<file path="config.mk">
export PLATFORM = sky130hd
export DESIGN_NAME = decrypt_data_buffer
export DESIGN_NICKNAME = d
export VERILOG_FILES = /design/src/rtl/decrypt_data_buffer.sv
export SDC_FILE = /design/constraint.sdc
export NUM_CORES = 1
export LEC_CHECK = 0
export ABC_AREA = 1
export CAP_MARGIN = 20
export CORE_ASPECT_RATIO = 0.9
export CORE_MARGIN = 5
export CORE_UTILIZATION = 52
export DETAILED_ROUTE_END_ITERATION = 7
export MAX_ROUTING_LAYER = met4
export PLACE_DENSITY_LB_ADDON = 0.05
export SYNTH_ARGS = -nofsm -noshare
export SYNTH_HDL_FRONTEND = slang
export SYNTH_SLANG_ARGS = --single-unit
</file>
<file path="constraint.sdc">
create_clock -name clk_i -period 2.6 [get_ports clk_i]
set_input_delay 0.26 -clock clk_i [delete_from_list [all_inputs] [get_ports clk_i]]
set_output_delay 0.26 -clock clk_i [all_outputs]
set_load 0.01 [all_outputs]
</file>
<file path="src/rtl/decrypt_data_buffer.sv">
// Word FIFO that feeds a byte-wide decryptor: stores DATA_W-bit words and
// serialises the head word one byte lane at a time under a ready handshake.
module decrypt_data_buffer #(
    parameter int DATA_W    = 32,
    parameter int DEPTH     = 4,
    parameter bit MSB_FIRST = 1'b1
) (
    input  logic                     clk_i,
    input  logic                     rst_i,
    input  logic                     read_ready_i,
    input  logic [DATA_W-1:0]        rc4_data_i,
    input  logic                     flush_i,
    input  logic                     byte_ready_i,
    output logic [7:0]               byte_o,
    output logic                     byte_valid_o,
    output logic                     full_o,
    output logic                     empty_o,
    output logic [$clog2(DEPTH):0]   count_o,
    output logic                     overflow_o
);

    localparam int LANES = DATA_W / 8;
    localparam int AW    = $clog2(DEPTH);
    localparam int LW    = (LANES > 1) ? $clog2(LANES) : 1;
    localparam int CW    = AW + 1;

    logic [DATA_W-1:0] r_mem [DEPTH];
    logic [AW-1:0]     r_wr_ptr;
    logic [AW-1:0]     r_rd_ptr;
    logic [LW-1:0]     r_lane;
    logic [CW-1:0]     r_count;
    logic              r_overflow;

    logic              w_full;
    logic              w_empty;
    logic              w_push;
    logic              w_xfer;
    logic              w_last_lane;
    logic              w_pop;
    logic [DATA_W-1:0] w_head;
    logic [7:0]        w_byte;

    // Status flags come from the registered count only, never from the strobes.
    assign w_full      = (r_count == CW'(DEPTH));
    assign w_empty     = (r_count == '0);
    assign w_push      = read_ready_i && !w_full && !flush_i;
    assign w_xfer      = !w_empty && byte_ready_i && !flush_i;
    assign w_last_lane = (r_lane == LW'(LANES - 1));
    assign w_pop       = w_xfer && w_last_lane;
    assign w_head      = r_mem[r_rd_ptr];

    always_comb begin
        // NOTE: default first so every path assigns w_byte and no latch is inferred.
        w_byte = '0;
        for (int l = 0; l < LANES; l++) begin
            if (r_lane == LW'(l)) begin
                w_byte = MSB_FIRST ? w_head[DATA_W-1-8*l -: 8] : w_head[8*l +: 8];
            end
        end
    end

    // NOTE: storage is deliberately not reset; pointers and count make stale words unreachable.
    always_ff @(posedge clk_i) begin
        if (!rst_i && w_push) begin
            r_mem[r_wr_ptr] <= rc4_data_i;
        end
    end

    always_ff @(posedge clk_i) begin
        if (rst_i || flush_i) begin
            r_wr_ptr   <= '0;
            r_rd_ptr   <= '0;
            r_lane     <= '0;
            r_count    <= '0;
            r_overflow <= 1'b0;
        end else begin
            if (w_push) begin
                r_wr_ptr <= r_wr_ptr + AW'(1);
            end
            if (w_xfer) begin
                r_lane <= w_last_lane ? '0 : r_lane + LW'(1);
            end
            if (w_pop) begin
                r_rd_ptr <= r_rd_ptr + AW'(1);
            end
            if (w_push && !w_pop) begin
                r_count <= r_count + CW'(1);
            end else if (w_pop && !w_push) begin
                r_count <= r_count - CW'(1);
            end
            // A write into a full buffer is lost even if a pop frees a slot this cycle.
            if (read_ready_i && w_full) begin
                r_overflow <= 1'b1;
            end
        end
    end

    assign byte_o       = w_byte;
    assign byte_valid_o = !w_empty;
    assign full_o       = w_full;
    assign empty_o      = w_empty;
    assign count_o      = r_count;
    assign overflow_o   = r_overflow;

endmodule

</file>
==> results.md <==
* Outcome: completed
* Layout cells sized above 1 at 0.0930
* Setup Crit Path Kind: reg2out
* P_leak at 2.98 nW
* CP Launch Type: flop
* Nets@finish at 679
* TritonRoute pass-1 iters at 5
* Worst Tran Pin Value at 0.338 ns
* Post-route minimum period at 2.44 ns
* # setup viols final at 0
* Num CTS Buffers at 17
* Yosys reg bits at 140
* CP Data Arrival Time at 2.18 ns
* HP Class: reg2reg
* Reg2reg setup slack at 0.56 ns
* Crit path capture: byte_o[3]
* DR vias/cell at 4.97
* CP max-delay cell: clkdlybuf4s50_1
* P per Cell Area at 668 nW/um^2
* Syn_area_per_cell at 10.5 sq um
* GR Overflow Total at 0
* Setup Buffers After CTS at 0
* Max-cap violations at 0
* Seq/Total Area, Yosys at 0.681
* VDD IR max at 0.439 mV
* Detailed-route DRC error count at 0
* IO Pins at 52
* TritonCTS clock tree: done
* Unrepaired setup endpoints after global routing: no
* Final GP Congestion at 0.844
* Clk_lat worst skew at 0.41 ns
* Post-route insts no fill at 801
* Clock sink total at 140
* H-tree Lvls at 4
* FMAX at 0.411 GHz
* Core ar. at 11300 sq um
* Die ar. at 13800 sq um
* PortBufs at 51
* Reg2reg end: count_o[1]
* Initial antenna violation count at 0
* Mapped Area at 5990 sq um
* Root buffer cell: clkbuf_16
* WP data required at 2.34 ns
* Syn. warnings at 0
* Endpoints failing hold at 0
* Final ANT Viol Nets at 0
* Total wire length at 12700 um
* Die H at 112 um
* Crit path max fanout at 5
* Synth-to-Final Area Change at 22.4%
* Slew Viols, Final at 0
* Worst-path clk slew at 0.05 ns
* Antenna cells at 0
* Crit-path cells: inv_1 -> ha_1 -> nor2_4 -> buf_4 -> nand2_1 -> nand3_1 -> nand2_1 -> nand2_1 -> clkdlybuf4s50_1
* Synth cell types at 20
* Cell row count at 37
* Max-slew headroom at 0.775
* HPWL Detailed at 7800 um
* Clk_skew at 0.00715 ns
* Most used cell, CP: nand2_1
* GRT Total Usage at 0.207
* Worst Setup End Kind: output pin
* Crit path launch: r_lane[1]
* DR vias at 3980
* Initial detailed-routing violation count at 350
* First-pass GRT wire length at 20900 um
* Largest net degree at the start of global routing at 35
* Worst R2R Start: count_o[0]
* Number of global-route vias before repair at 4095
* Syn nets at 616
* Dpl cells at 769
* Die Width at 123 um
* Max stage delay on crit path at 0.54 ns
* Post-Syn Instances at 569
* Period utilization at 0.937
* Drt wl/cell at 15.8 um
* Starting Density at 0.528
* Post-Route Setup TNS at 0 ns
* R2R cell count at 10
* Max Buffers Root-to-Sink at 2
cells in the final DEF, fill, tap and decap left out, types with 2 or more instances in the layout:
master,instances
nor2_1,24
nand3_1,74
o21ai_1,16
clkbuf_1,4
a21oi_1,8
dfxtp_2,2
inv_2,7
clkinv_2,6
xor2_1,2
inv_1,86
clkdlybuf4s50_1,51
nor3_1,2
buf_6,2
buf_12,5
clkbuf_16,18
o22ai_1,8
o21ai_0,6
ha_1,8
clkbuf_8,3
dfxtp_1,10
buf_4,8
nor2_2,5
edfxtp_1,128
nand2_1,156
final cells by class:
cell class	count	area, sq um
clock buffer	25	507
clock inverter	7	38.8
fill	933	4010
inverter	95	362
multi-input combinational	312	1450
sequential	140	4090
tap	156	195
timing repair buffer	66	693
worst max-delay path: cells and delay by family, from the launching register on:
kind / cells / cell delay (ns)
adders and majority gates: 1 / 0.22
DFF: 1 / 0.38
buffers and inverters: 3 / 0.77
and+or+nand+nor: 5 / 0.38
cells by family after synthesis:
group                    Yosys count  synth area share
flip-flops                       140             0.681
buffers and inverters            117            0.0797
AO/OA/AOI/OAI                     38            0.0334
XOR/XNOR                           2           0.00292
adder cells (fa/ha/maj)           10            0.0221
AND/OR/NAND/NOR                  262             0.180
synth_stat cells:
library cell | count | area, sq um
xor2_1 | 2 | 17.5
fa_1 | 1 | 20.0
a21oi_1 | 8 | 40.0
nor2_1 | 29 | 109
inv_2 | 8 | 30.0
clkinv_1 | 1 | 3.75
o21ai_0 | 6 | 30.0
buf_2 | 13 | 65.1
o22ai_1 | 8 | 50.1
o21ai_1 | 16 | 80.1
edfxtp_1 | 128 | 3840
inv_1 | 86 | 323
nand2_1 | 156 | 586
nor2_2 | 1 | 6.26
dfxtp_1 | 12 | 240
ha_1 | 9 | 113
clkbuf_1 | 3 | 11.3
buf_4 | 6 | 45.0
nor3_1 | 2 | 10.0
nand3_1 | 74 | 370
layer usage:
metal / routed length, um / GRT usage / vias up
li1: - / - / 1994
met1: 5850 / 0.277 / 1877
met2: 5950 / 0.314 / 98
met3: 683 / 0.0523 / 11
met4: 182 / 0.0635 / 0
met5: 0 / - / -
per-stage QoR:
step	instance area, sq um	utilization	hold slack, ns	setup slack, ns	total power [mW]
2_1_floorplan	5990	-	0.359	-0.0371	2.62
3_3_place_gp	6750	0.595	0.438	0.471	2.76
3_5_place_dp	6750	0.595	0.439	0.431	2.77
4_1_cts	7300	0.643	0.439	0.0194	4.93
5_1_grt	7330	0.647	0.476	0.00866	5.07
6_report	7330	0.647	0.445	0.164	4.90
worst min-delay path by stage:
stage	slack, ns	startpoint	cells past startpoint	endpoint
after detailed placement	0.44	overflow_o	2	overflow_o
after global routing	0.48	rc4_data_i[2]	1	r_mem[2][2]
after CTS	0.44	read_ready_i	3	overflow_o
after global placement	0.44	overflow_o	2	overflow_o
after floorplan	0.36	rc4_data_i[0]	0	r_mem[0][0]
final	0.45	overflow_o	2	overflow_o
power breakdown:
| group | switching, mW | total, mW | internal, mW |
|---|---|---|---|
| sequential | 0.00946 | 2.50 | 2.49 |
| clock | 0.832 | 2.17 | 1.34 |
| combinational | 0.114 | 0.225 | 0.111 |
timing repair:
item | in CTS | in global routing
endpoints found under the setup margin | 0 | 8
gates resized for setup | 0 | 13
hold buffers | 0 | 0
registers in the layout (all words and copies together) (netlist names), named ones only:
signal	cells
count_o	3
r_rd_ptr	2
r_wr_ptr	2
r_mem	128
overflow_o	1
r_lane	2
Power figures use the tool's default switching activity.
